## src/rtl/xbar_pkg.sv

```systemverilog
// Shared types for the crossbar arbiters.
package xbar_pkg;

    typedef enum logic {
        IDLE  = 1'b0,
        BURST = 1'b1
    } bwd_arb_state_t;

endpackage

```

## src/rtl/rotate_priority_picker.sv

```systemverilog
// Combinational rotating-priority picker: first set request at or above
// ptr, wrapping from width-1 back to 0.
module rotate_priority_picker #(
    parameter  int width = 2,
    localparam int idx_w = (width > 1) ? $clog2(width) : 1
) (
    input  logic [width-1:0] req,
    input  logic [idx_w-1:0] ptr,
    output logic [idx_w-1:0] pick,
    output logic             any
);

    logic [idx_w:0] idx;

    // One extra index bit lets ptr+k exceed width before the explicit wrap,
    // which keeps non-power-of-2 widths correct.
    always_comb begin
        pick = '0;
        any  = 1'b0;
        idx  = '0;
        for (int k = 0; k < width; k++) begin
            idx = {1'b0, ptr} + (idx_w+1)'(k);
            if (idx >= (idx_w+1)'(width)) begin
                idx = idx - (idx_w+1)'(width);
            end
            if (!any && req[idx[idx_w-1:0]]) begin
                pick = idx[idx_w-1:0];
                any  = 1'b1;
            end
        end
    end

endmodule

```

## src/rtl/backward_arbiter.sv

```systemverilog
// Per-master response arbiter: locks one slave FIFO for a whole burst,
// then rotates round-robin priority past the finished slave.
module backward_arbiter
    import xbar_pkg::*;
#(
    parameter  int masters            = 2,
    parameter  int slaves             = 2,
    parameter  int i_am_master_number = 0,
    localparam int mw                 = $clog2(masters),
    localparam int sw                 = $clog2(slaves)
) (
    input  logic              ACLK,
    input  logic              ARESETn,
    input  logic [slaves-1:0] slave_fifo_empty,
    input  logic [mw-1:0]     slave_master_dest [0:slaves-1],
    input  logic [slaves-1:0] slave_resp_last,
    input  logic              master_resp_ready,
    output logic              master_resp_valid,
    output logic              grant_valid,
    output logic [sw-1:0]     grant_slave_number,
    output logic [slaves-1:0] slave_fifo_pop
);

    bwd_arb_state_t    state;
    bwd_arb_state_t    next_state;
    logic [sw-1:0]     rr_ptr;
    logic [slaves-1:0] req;
    logic [sw-1:0]     pick;
    logic              any;
    logic              beat;
    logic              done;

    always_comb begin
        req = '0;
        for (int i = 0; i < slaves; i++) begin
            req[i] = ~slave_fifo_empty[i] &
                     (slave_master_dest[i] == mw'(i_am_master_number));
        end
    end

    rotate_priority_picker #(
        .width (slaves)
    ) u_picker (
        .req  (req),
        .ptr  (rr_ptr),
        .pick (pick),
        .any  (any)
    );

    assign beat = master_resp_valid & master_resp_ready;
    assign done = beat & slave_resp_last[grant_slave_number];

    always_ff @(posedge ACLK or negedge ARESETn) begin
        if (!ARESETn) begin
            state              <= IDLE;
            rr_ptr             <= '0;
            grant_slave_number <= '0;
        end else begin
            state <= next_state;
            if (state == IDLE && any) begin
                grant_slave_number <= pick;
            end
            // Priority moves only when a burst completes, never on a pick.
            if (done) begin
                rr_ptr <= (grant_slave_number == sw'(slaves - 1))
                          ? '0 : grant_slave_number + 1'b1;
            end
        end
    end

    always_comb begin
        next_state = state;
        unique case (state)
            IDLE:    if (any) next_state = BURST;
            BURST:   if (done) next_state = IDLE;
            default: next_state = IDLE;
        endcase
    end

    always_comb begin
        grant_valid       = 1'b0;
        master_resp_valid = 1'b0;
        slave_fifo_pop    = '0;
        if (state == BURST) begin
            grant_valid       = 1'b1;
            master_resp_valid = ~slave_fifo_empty[grant_slave_number];
            slave_fifo_pop[grant_slave_number] =
                ~slave_fifo_empty[grant_slave_number] & master_resp_ready;
        end
    end

endmodule
```

## config.mk

```make
export PLATFORM = sky130hd
export DESIGN_NAME = backward_arbiter
export DESIGN_NICKNAME = d
export VERILOG_FILES = /design/src/rtl/xbar_pkg.sv /design/src/rtl/rotate_priority_picker.sv /design/src/rtl/backward_arbiter.sv
export SDC_FILE = /design/constraint.sdc
export NUM_CORES = 1
export LEC_CHECK = 0
export BUFFER_PORTS_ARGS = -buffer_cell sky130_fd_sc_hd__buf_2
export CAP_MARGIN = 0
export CORE_AREA = 2 2 39 41
export CTS_CLUSTER_DIAMETER = 200
export CTS_CLUSTER_SIZE = 14
export DETAILED_ROUTE_END_ITERATION = 10
export DIE_AREA = 0 0 41 43
export SETUP_SLACK_MARGIN = 0.2
export SLEW_MARGIN = 5
export SYNTH_ARGS = -nofsm -noshare
export SYNTH_HDL_FRONTEND = slang
export SYNTH_SLANG_ARGS = --single-unit
export TNS_END_PERCENT = 30
```

## constraint.sdc

```tcl
create_clock -name ACLK -period 1.4 [get_ports ACLK]
set_input_delay 0.14 -clock ACLK [delete_from_list [all_inputs] [get_ports ACLK]]
set_output_delay 0.14 -clock ACLK [all_outputs]
set_load 0.01 [all_outputs]
```

### After elaboration in Yosys (flattened, before gate mapping)

Cells that the tools add are included.

* equal/unequal tests: 0
* multiply operators: 0
* add/subtract/negate cells: 4
* reduce and logical (&&, ||, !) cells: 4
* bitwise logic cells: 12
* order comparisons: 6
* divide/modulo/power cells: 0
* shift-type cells: 0
* mux-type cells: 23

Operators by type and width (count)
* 1-bit 2-to-1 mux: 20
* 1-bit by 2-bit less-than comparator with 1-bit output, second input constant: 3
* 1-bit inverter: 6
* 1-bit AND: 5
* 1-bit logical AND: 3
* 1-bit by 1-bit adder with 2-bit output, second input constant: 1
* 2-bit AND: 1
* 1-bit by 2-bit greater-or-equal comparator with 1-bit output, second input constant: 1
* 2-bit greater-or-equal comparator, second input constant: 1
* 2-bit 2-to-1 mux: 1
* 1-bit case mux with 2 select lines: 1
* 1-bit subtractor, second input constant: 2
* 1-bit adder, second input constant: 1
* 1-bit demux with 1-bit select: 1
* 1-bit greater-or-equal comparator, second input constant: 1
* 1-bit logical NOT: 1

* output and inout bits: 5
* word-level logic and storage cells: 52
* bits in latches: 0
* memories: 0
* bits in registers: 3
* bits in writable memories: 0
* bits of input ports: 9
* bits in read-only memories: 0

### Depth between registers and ports, before layout

* depth in word-level cells: 10
* mapped depth: 4
* mapped depth without buffers: 3

### By module

A second synthesis with hierarchy kept.

* cells, all modules: 21
* area total of the unflattened synthesis: 195.2 um^2

Modules (own cells, without submodules)
* backward_arbiter: cells an instance 18, seq. area each 75.1 um^2, instances 1, area each 177.7 um^2
* rotate_priority_picker: cells an instance 3, seq. area each 0.0 um^2, instances 1, area each 17.5 um^2

### Worst setup path after synthesis

No wires, ideal clock.

* kind: register to output
* start point: register grant_slave_number
* end point: output port slave_fifo_pop[1]
* data arrival time: 1171 ps
* stages on the path, launching flop included: 5
* buffers on the path: 1
* required time: 1260 ps
* slack: 89 ps
* path through: dfrtp_1 buf_6 mux2i_2 and2_2 and3_1

* word-level cells in the longest chain between the ends: 6
* elaborated cells between the ends (all ways): 11
* those cells by class: order compare (2); mux (5); bitwise (3); reduce/logical (1)

Ends and longest elaborated chain
* start, declared: RTL line backward_arbiter.sv:20 `output logic [sw-1:0] grant_slave_number,`
* start signal, assigned: RTL line backward_arbiter.sv:61 `grant_slave_number <= pick;`
* 1-bit by 2-bit less-than comparator with 1-bit output (implied by the code) (tied with other cells): RTL line backward_arbiter.sv:87 `slave_fifo_pop[grant_slave_number] =`
* 1-bit logical AND (implied by the code) / 1-bit 2-to-1 mux (equally long branches): RTL line backward_arbiter.sv:87, backward_arbiter.sv:88
* 1-bit 2-to-1 mux (implied by the code) / 1-bit inverter (equally long branches): RTL line backward_arbiter.sv:87, backward_arbiter.sv:88
* 1-bit demux with 1-bit select / 1-bit AND (equally long branches): RTL line backward_arbiter.sv:87, backward_arbiter.sv:88
* 2-bit AND (no line) *
* 2-bit 2-to-1 mux *: RTL line backward_arbiter.sv:84 `if (state == BURST) begin`
* end, declared: RTL line backward_arbiter.sv:21 `output logic [slaves-1:0] slave_fifo_pop`

Every way passes the cells marked *; elsewhere a longest branch is shown, timed or not. The select of a mux whose other input is x is not followed.

### Worst setup path after layout

Same ends and word-level chain as after synthesis.

==> results.yml <==
status:
  status: "finished, violations left"
  violations_in_the_final_reports: "setup timing"
cells_and_area:
  area_growth_from_synthesis_to_final_layout_pct: 76.4
  final_nets: 48
  layout.cells.non_filler: 54
  finalCoreUtilization: 0.250
  multiInputGateArea_um2: 125
  antenna_cells: 0
  layout-drive-gt1-share: 0.579
  filler_cell_count: 157
  area_occupied_by_registers_um2: 75.1
  fin_area_um2: 347
worst_setup_path:
  critPathCaptureType: "output port"
  critPathKind: "reg -> out"
  cp_data_arrival_time_ns: 1.31
  crit_required_ns: 1.26
  start_kind: "register"
  critical_path_peak_fanout: 3
logic_synthesis:
  synth_area_um2: 196
  synthesis.instances: 19
  yosysTopAreaCellShare: 0.382
  synth.top_cells.by_area: "dfrtp_1 (38%), mux2i_2 (7.0%), buf_6 (5.7%)"
  yosys_register_bits: 3
  synth_edf_count: 0
  synth_seq_area_share: 0.382
  post-synth-top-count-cell: "dfrtp_1"
  asyncSetResetFlopFracSynth: 1.00
  synth.net_count: 28
  synth.lib_cells_used.distinct: 17
  yosys_most_used_dff: "dfrtp_1"
  synth-warning-count: 0
  post-synth-top-area-cell: "dfrtp_1"
  post_synthesis_average_cell_area_um2: 10.3
placement:
  dpl_worst_slack_ns: 0.152
  place.port_buffers: 13
  numPlacedInstances: 48
  postPlaceCellArea_um2: 293
  gp_routability_congestion: 0.603
  post-dp-hpwl_um: 409
sta:
  tightestPinTransition_ns: 0.265
  post-route-min-period_ns: 1.45
  skew_ns: 0.000383
  max_clock_freq_mhz: 689
  post-route-period-util: 1.04
  final-hold-violation-count: 0
  grt_setup_unrepaired: "true"
  timing.final.max_slew_violations: 0
  relSlewSlack: 0.821
  fin_hold_ws_ns: 0.111
  layout_setup_ws_ns: -0.0524
  setup_violations: 1
detailed_routing:
  drt_wl_total_um: 501
  detail_route.first_pass.iterations: 4
  drc: 0
  drt.antenna.violating_nets: 0
  detail_route.wl_per_cell_um: 9.28
  detailedRoute.firstIterationViolations: 5
  vias: 219
  dr_vias_cell: 4.06
die:
  design.portCount: 14
  floorplan.die.width_um: 41
  area_of_the_core_region_um2: 1380
  die_height_um: 43
  initial_cell_density_of_the_core: 0.142
  dieArea_um2: 1760
  cell_row_count: 14
global_routing:
  grt_max_degree: 9
  grtUsageTotal: 0.0675
  grt_overflow: 0
  first_global_vias: 211
  initial_antenna_violation_count: 0
  first_pass_grt_wire_length_um: 731
cts:
  clockRootBuffer: "clkbuf_4"
  clk-insertion-delay-late_ns: 0.23
  clk_pin_slew_worst_paths_ns: 0.03
  cts_max_level: 1
  clock_sink_total: 3
  cts-buffers-inserted: 3
  clock_tree_from_tritoncts: "done"
  max-clock-path-buffers: 2
hold_path:
  hold_class: "in -> reg"
run:
  max_cap_viol_count: 0
pwr:
  seq_power_share: 0.273
  powerDensity_nw_per_um2: 1850
  switching_power_uw: 227
  sw_frac_of_total: 0.355
  total_leakage_power_nw: 0.157
  proportion_of_power_drawn_by_combinational_gates: 0.493
  clock_power_share: 0.235
  vdd_ir_drop_max_uv: 475
  p_int_uw: 413
## layout make-up
cell class                      count  area share
Clock buffer                        4      0.0758
Inverter                            1      0.0108
Multi-Input combinational cell     14       0.361
Sequential cell                     3       0.217
Tap cell                           16      0.0578
Timing Repair Buffer               16       0.278
## cells by family (layout without fill, tap and decap cells)
group / Yosys count / after routing / synth area share
simple gates: 5 / 5 / 0.140
buf+inv: 2 / 21 / 0.0764
compound gates: 7 / 7 / 0.280
mux: 2 / 2 / 0.121
flops: 3 / 3 / 0.382
## power by group through the flow
stage / combinational, mW / sequential, mW / clock, mW
final: 0.315 / 0.174 / 0.150
after detailed placement: 0.285 / 0.175 / 0
after floorplan: 0.209 / 0.172 / 0
after CTS: 0.306 / 0.174 / 0.159
after global routing: 0.345 / 0.180 / 0.173
after global placement: 0.283 / 0.175 / 0
## worst paths after layout
check	startpoint	endpoint	slack (ns)	depth (start not counted)
setup / recovery	grant_slave_number	slave_fifo_pop[1]	-0.05	4
hold / removal	slave_master_dest[0]	grant_slave_number	0.11	2
setup reg to reg	grant_slave_number	rr_ptr	0.26	4
hold reg to reg	rr_ptr	rr_ptr	0.56	2
max in group asynchronous	ARESETn	grant_slave_number	1.07	2
min in group asynchronous	ARESETn	rr_ptr	0.22	2
## layer usage
metal | routed length, µm | track usage | vias to the layer above
li1 | - | - | 115
met1 | 193 | 0.0554 | 92
met2 | 253 | 0.100 | 10
met3 | 40 | 0.0314 | 2
met4 | 13 | 0.0800 | 0
met5 | 0 | 0 | -
## registers in the layout, summed over array words and instances (netlist names)
signal              flops
rr_ptr                  1
grant_slave_number      1
state                   1
## timing repair
| action | 4_1_cts | 5_1_grt |
|---|---|---|
| buffers inserted | 1 | 0 |
| hold endpoints to repair | 3 | 0 |
| hold buffers | 1 | 0 |
| pin swaps | 0 | 2 |
| resized for setup | 1 | 1 |
| endpoints found under the setup margin | 3 | 4 |
## critical path, stage by stage, from the launching register on
cell and delay, ns:
dfrtp_1 0.40, mux2i_4 0.26, and2_4 0.16, and3_4 0.17
buf_6 0.09
## metrics by stage
| step | power [mW] | setup TNS (ns) |
|---|---|---|
| 2_1_floorplan | 0.381 | 0 |
| 3_3_place_gp | 0.458 | 0 |
| 3_5_place_dp | 0.460 | 0 |
| 4_1_cts | 0.639 | -0.0630 |
| 5_1_grt | 0.698 | -0.193 |
| 6_report | 0.640 | -0.0524 |
## layout by cell type (no fill, tap or decap), drive strengths merged
cell,Yosys,routed
a41o,1,1
and3,1,1
a41oi,1,1
dfrtp,3,3
o22a,1,1
o31ai,1,1
clkbuf,0,4
nor2,1,1
mux2i,2,2
nand3,1,1
buf,1,15
o22ai,1,1
nor3,1,1
inv,1,1
o41ai,1,1
and2,1,1
a21oi,1,1
dlygate4sd3,0,1
(Power assumes the default switching activity.)
